--- src/rtl/cloud_ctrl_pkg.sv ---
// Shared types and constants for the cloud run controller.
//   ctrl_state_e : controller state encoding
//   SIG_W        : signature width
//   MISR_POLY    : MISR feedback polynomial
//   SIG_INIT     : signature value loaded when a run is accepted
//   misr_step()  : one MISR update step
package cloud_ctrl_pkg;

    localparam int unsigned SIG_W = 32;
    localparam logic [SIG_W-1:0] MISR_POLY = 32'h04C1_1DB7;
    localparam logic [SIG_W-1:0] SIG_INIT  = '0;

    typedef enum logic [1:0] {
        StIdle,
        StSeed,
        StRun,
        StDone
    } ctrl_state_e;

    // Shift left, fold the bit shifted out back through the polynomial, then
    // inject the two cloud outputs into the low bits.
    function automatic logic [SIG_W-1:0] misr_step(input logic [SIG_W-1:0] sig,
                                                   input logic [1:0]       din);
        logic [SIG_W-1:0] nxt;
        nxt = {sig[SIG_W-2:0], 1'b0};
        if (sig[SIG_W-1]) begin
            nxt = nxt ^ MISR_POLY;
        end
        nxt = nxt ^ {{(SIG_W-2){1'b0}}, din};
        return nxt;
    endfunction

endpackage

--- src/rtl/misr32.sv ---
// 32-bit multiple-input signature register.
//   clk, rst_n : clock, asynchronous active-low reset
//   clr        : load SIG_INIT (has priority over en)
//   en         : compact din into the signature this cycle
//   din[1:0]   : {right cloud output, left cloud output}
//   sig[31:0]  : registered signature
module misr32
    import cloud_ctrl_pkg::*;
(
    input  logic             clk,
    input  logic             rst_n,
    input  logic             clr,
    input  logic             en,
    input  logic [1:0]       din,
    output logic [SIG_W-1:0] sig
);

    logic [SIG_W-1:0] sig_q, sig_d;

    always_comb begin
        sig_d = sig_q;
        if (clr) begin
            sig_d = SIG_INIT;
        end else if (en) begin
            sig_d = misr_step(sig_q, din);
        end
    end

    always_ff @(posedge clk or negedge rst_n) begin
        if (!rst_n) begin
            sig_q <= SIG_INIT;
        end else begin
            sig_q <= sig_d;
        end
    end

    assign sig = sig_q;

endmodule

--- src/rtl/cloud_run_ctrl.sv ---
// Run controller for a left/right pair of logic clouds: seeds the left cloud,
// free-runs both for run_len cycles and compacts their outputs into a MISR.
//   clk, rst_n            : clock, asynchronous active-low reset
//   start, abort          : run request / termination from the test harness
//   run_len[LEN_W-1:0]    : RUN cycle count, latched when start is accepted
//   left_out, right_out   : cloud outputs compacted during RUN
//   cloud_en, cloud_seed  : cloud clock enable and left-cloud seed input
//   busy, done, aborted   : status (done/aborted are one-cycle pulses)
//   signature[31:0]       : MISR result, stable from done until next start
// All outputs are registered from the next-state decode.
module cloud_run_ctrl
    import cloud_ctrl_pkg::*;
#(
    parameter int unsigned LEN_W       = 16,
    parameter int unsigned SEED_CYCLES = 4
) (
    input  logic             clk,
    input  logic             rst_n,
    input  logic             start,
    input  logic             abort,
    input  logic [LEN_W-1:0] run_len,
    input  logic             left_out,
    input  logic             right_out,
    output logic             cloud_en,
    output logic             cloud_seed,
    output logic             busy,
    output logic             done,
    output logic             aborted,
    output logic [SIG_W-1:0] signature
);

    localparam logic [7:0]       SeedLast = 8'(SEED_CYCLES - 1);
    localparam logic [LEN_W-1:0] LenOne   = LEN_W'(1);

    ctrl_state_e      state_q, state_d;
    logic [7:0]       seed_cnt_q, seed_cnt_d;
    logic [LEN_W-1:0] run_cnt_q, run_cnt_d;
    logic [LEN_W-1:0] len_q, len_d;
    logic             cloud_en_q, cloud_en_d;
    logic             cloud_seed_q, cloud_seed_d;
    logic             busy_q, busy_d;
    logic             done_q, done_d;
    logic             aborted_q, aborted_d;
    logic             misr_clr, misr_en;

    always_comb begin
        state_d    = state_q;
        seed_cnt_d = seed_cnt_q;
        run_cnt_d  = run_cnt_q;
        len_d      = len_q;
        aborted_d  = 1'b0;
        misr_clr   = 1'b0;
        misr_en    = 1'b0;

        unique case (state_q)
            StIdle: begin
                // abort is ignored here, so start+abort together starts a run
                if (start) begin
                    state_d    = StSeed;
                    len_d      = run_len;
                    seed_cnt_d = '0;
                    misr_clr   = 1'b1;
                end
            end
            StSeed: begin
                if (abort) begin
                    state_d   = StIdle;
                    aborted_d = 1'b1;
                end else if (seed_cnt_q == SeedLast) begin
                    run_cnt_d = '0;
                    state_d   = (len_q == '0) ? StDone : StRun;
                end else begin
                    seed_cnt_d = seed_cnt_q + 8'd1;
                end
            end
            StRun: begin
                misr_en = 1'b1;
                if (abort) begin
                    state_d   = StIdle;
                    aborted_d = 1'b1;
                end else if (run_cnt_q == len_q - LenOne) begin
                    // compare against len-1 so the counter never wraps at max length
                    state_d = StDone;
                end else begin
                    run_cnt_d = run_cnt_q + LenOne;
                end
            end
            StDone: begin
                state_d   = StIdle;
                aborted_d = abort;
            end
            default: begin
                state_d = StIdle;
            end
        endcase

        cloud_en_d   = (state_d == StSeed) || (state_d == StRun);
        cloud_seed_d = (state_d == StSeed);
        busy_d       = (state_d != StIdle);
        done_d       = (state_d == StDone);
    end

    always_ff @(posedge clk or negedge rst_n) begin
        if (!rst_n) begin
            state_q      <= StIdle;
            seed_cnt_q   <= '0;
            run_cnt_q    <= '0;
            len_q        <= '0;
            cloud_en_q   <= 1'b0;
            cloud_seed_q <= 1'b0;
            busy_q       <= 1'b0;
            done_q       <= 1'b0;
            aborted_q    <= 1'b0;
        end else begin
            state_q      <= state_d;
            seed_cnt_q   <= seed_cnt_d;
            run_cnt_q    <= run_cnt_d;
            len_q        <= len_d;
            cloud_en_q   <= cloud_en_d;
            cloud_seed_q <= cloud_seed_d;
            busy_q       <= busy_d;
            done_q       <= done_d;
            aborted_q    <= aborted_d;
        end
    end

    misr32 u_misr (
        .clk   (clk),
        .rst_n (rst_n),
        .clr   (misr_clr),
        .en    (misr_en),
        .din   ({right_out, left_out}),
        .sig   (signature)
    );

    assign cloud_en   = cloud_en_q;
    assign cloud_seed = cloud_seed_q;
    assign busy       = busy_q;
    assign done       = done_q;
    assign aborted    = aborted_q;

endmodule

--- config.mk ---
export PLATFORM = sky130hd
export DESIGN_NAME = cloud_run_ctrl
export DESIGN_NICKNAME = d
export VERILOG_FILES = /design/src/rtl/cloud_ctrl_pkg.sv /design/src/rtl/misr32.sv /design/src/rtl/cloud_run_ctrl.sv
export SDC_FILE = /design/constraint.sdc
export NUM_CORES = 1
export LEC_CHECK = 0
export ABC_CLOCK_PERIOD_IN_PS = 2400
export CAP_MARGIN = 20
export CORE_UTILIZATION = 30
export CTS_CLUSTER_SIZE = 25
export DETAILED_ROUTE_END_ITERATION = 6
export REMOVE_ABC_BUFFERS = 1
export SYNTH_ARGS = -nofsm -noshare
export SYNTH_HDL_FRONTEND = slang
export SYNTH_SLANG_ARGS = --single-unit
--- constraint.sdc ---
create_clock -name clk -period 2.4 [get_ports clk]
set_clock_uncertainty 0.05 [all_clocks]
set_input_delay 0.48 -clock clk [delete_from_list [all_inputs] [get_ports clk]]
set_output_delay 0.48 -clock clk [all_outputs]
set_load 0.05 [all_outputs]
==> results.cfg <==
[run_status]
outcome = finished, violations left
violations = setup timing

[cts]
ctsHoldBuffers = 0
clock_latency_ns = 0.34
cts_root_buf = clkbuf_16
cts_num_sinks = 79
cts_tree = yes
h-tree-depth = 3
cts-buffers-inserted = 9
clockBufferDepth = 2
clk_pin_slew_ns = 0.06

[placed_design]
dpl.hpwl_um = 7340
gp_congestion = 0.805
numPortBuffers = 58

[worst_setup_path]
crit_fanout = 7
slowest_delay_ns = 0.54
critPathSlowestCell = or4b_4
cp_data_required_time_ns = 2.61
crit_path_start_kind = flip-flop
crit_chain = nor4_4 > nand2_2 > or4b_4 > xnor2_4 > and4b_4 > a211o_4 > buf_6 > mux2i_1
cp-end-kind = flip-flop
path_class = reg -> reg
arrival_ns = 2.80

[floorplan]
fp.coreArea_um2 = 13900
die_area_um2 = 14700
initial_core_util_pct = 30.7
rows = 43
ios = 59
fp.dieW_um = 121
dieHeight_um = 121

[min_path]
min_path_type = in -> async

[route]
drt-initial-drc-count = 244
dr.pass1.iters = 4
postRouteAntennaNets = 0
avgViaCountPerCell = 5.04
avgRoutedWirePerCell_um = 14.8
wl_um = 10800
route.vias.total = 3667
drcViolationCount = 0

[final_layout]
drive_gt1_share_pct = 24.5
diodes = 0
area_growth_pct = 39.1
final_nets = 570
nFillCells = 1364

[grt]
grt_use_total_pct = 15.8
grt_overflow_total = 0
grt_pass1_vias = 3635
grt_max_degree = 54
antenna_found_initial = 0
grt_first_pass_wirelength_um = 17900

[timing]
finalCriticalPeriod_ns = 2.59
max-slew-margin-rel_pct = 50.7
final_hold_viol_count = 0
period_share_pct = 108
setup_slack_ns = -0.191
drv_slew = 0
totalNegativeSetupSlack_ns = -2.59
rsz0062_at_grt = true
whs_ns = 0.0489
tightest_slew_ns = 0.737
setup_viol = 21
max_freq_ghz = 0.386

[synth]
synth.most_common_cell = dfrtp_1
syn-instance-count = 436
synth_edf_count = 0
ys_types = 60
synth_top_cell_area_share_pct = 46.4
synth.area.top_cells = dfrtp_1, xnor2_1, nand2_1
ys_warn_count = 0
synth_area_um2 = 4260
synth_commonest_cells = dfrtp_1, nand2_1, xnor2_1, o21ai_0, clkbuf_1
async_flop_share_pct = 100
ys_seq_area_share_pct = 46.4
yosysTopAreaCell = dfrtp_1
ys.flop_type = dfrtp_1
synth_area_per_cell_um2 = 9.77
ys_ff_latch = 79

[power]
p_leak_nw = 2.36
power_density_nw_per_um2 = 1010
ir_drop_mv = 0.526

[job]
maxCapViolCount = 0
state kept, by name, summed over array words and instances, names as in the netlist, 2 cells and up:
name	count
len_q	16
run_cnt_q	16
seed_cnt_q	8
state_q	2
u_misr.sig	32
power by group:
part / leakage [nW] / switching [mW] / total (mW) / internal (mW)
Combinational: 1.17 / 1.25 / 2.51 / 1.26
Clock: 0.159 / 0.554 / 1.53 / 0.972
Sequential: 1.04 / 0.324 / 1.95 / 1.63
routing by layer:
layer  GRT usage, %  up-vias  wire length (um)  part of all wire [%]
li1               -     1774                 -                     -
met5              0        -                 0                     0
met2           25.8       99              5250                    49
met1           20.3     1780              4920                    46
met4           5.25        0               152                   1.4
met3           4.28       14               460                   4.3
final cells by class:
| type | count | area (um2) | area share (%) |
|---|---|---|---|
| clock inverter | 4 | 76.3 | 1.29 |
| clock buffer | 12 | 256 | 4.33 |
| tap | 180 | 225 | 3.80 |
| sequential | 79 | 1980 | 33.4 |
| timing repair buffer | 120 | 1070 | 18.1 |
| inverter | 10 | 37.5 | 0.634 |
| multi-input combinational | 322 | 2280 | 38.5 |
cells by family (layout without fill, tap and decap cells):
family	count (synthesis)	after routing	synth area share, %
AOI/OAI and AO/OA	107	108	17.4
adders and majority gates	6	6	1.76
xor gates and xnor gates	39	39	8.19
buffers and inverters	36	146	3.67
DFF	79	79	46.4
muxes	15	15	3.94
and+or+nand+nor	154	154	18.6
metrics by stage:
step           instances  setup slack, ns  util (%)  power, mW  area (um2)
6_report             727           -0.191      42.7       5.99        5920
5_1_grt              727           -0.290      42.7       6.41        5920
4_1_cts              726           -0.150      42.1       5.93        5840
3_5_place_dp         707           -0.312      39.0       4.28        5420
3_3_place_gp         707           -0.248      39.0       4.21        5420
2_1_floorplan        410           -0.715         -       3.31        4140
critical path, delay by kind of cell, from the launching register on:
kind,cells,cell delay [ns]
multiplexers,1,0.13
AND/OR/NAND/NOR,4,1.19
AO/OA/AOI/OAI,1,0.42
flip-flops,1,0.41
XOR/XNOR,1,0.16
buffers and inverters,1,0.15
what timing repair did:
action | in CTS | in global routing
setup buffers | 2 | 1
pin swaps | 10 | 3
resized for setup | 15 | 12
endpoints found under the setup margin | 21 | 21
gates cloned | 1 | 0
placed cells by master (no fill, tap or decap), drive strengths merged, types with 4 or more instances in the layout:
cell,n
nor2b,9
a21oi,13
mux2,14
nand3,12
a31oi,13
nor2,15
and3,6
dfrtp,79
a21boi,7
nor3,4
nor4,5
nand4,9
o22ai,15
o21ai,30
xnor2,32
nand2,71
clkdlybuf4s50,56
inv,11
xor2,7
ha,6
buf,64
o31ai,13
clkbuf,12
final timing paths:
| check | startpoint | slack, ns | end | cells after the start |
|---|---|---|---|---|
| max in group asynchronous | rst_n | 1.64 | len_q[11] | 2 |
| min | rst_n | 0.05 | u_misr.sig[13] | 1 |
| max reg2reg | len_q[6] | -0.19 | run_cnt_q[0] | 8 |
| max | len_q[6] | -0.19 | run_cnt_q[0] | 8 |
| min in group clk | u_misr.sig[24] | 0.46 | u_misr.sig[25] | 2 |
| min reg2reg | u_misr.sig[24] | 0.46 | u_misr.sig[25] | 2 |
Power figures use the tool's default switching activity.
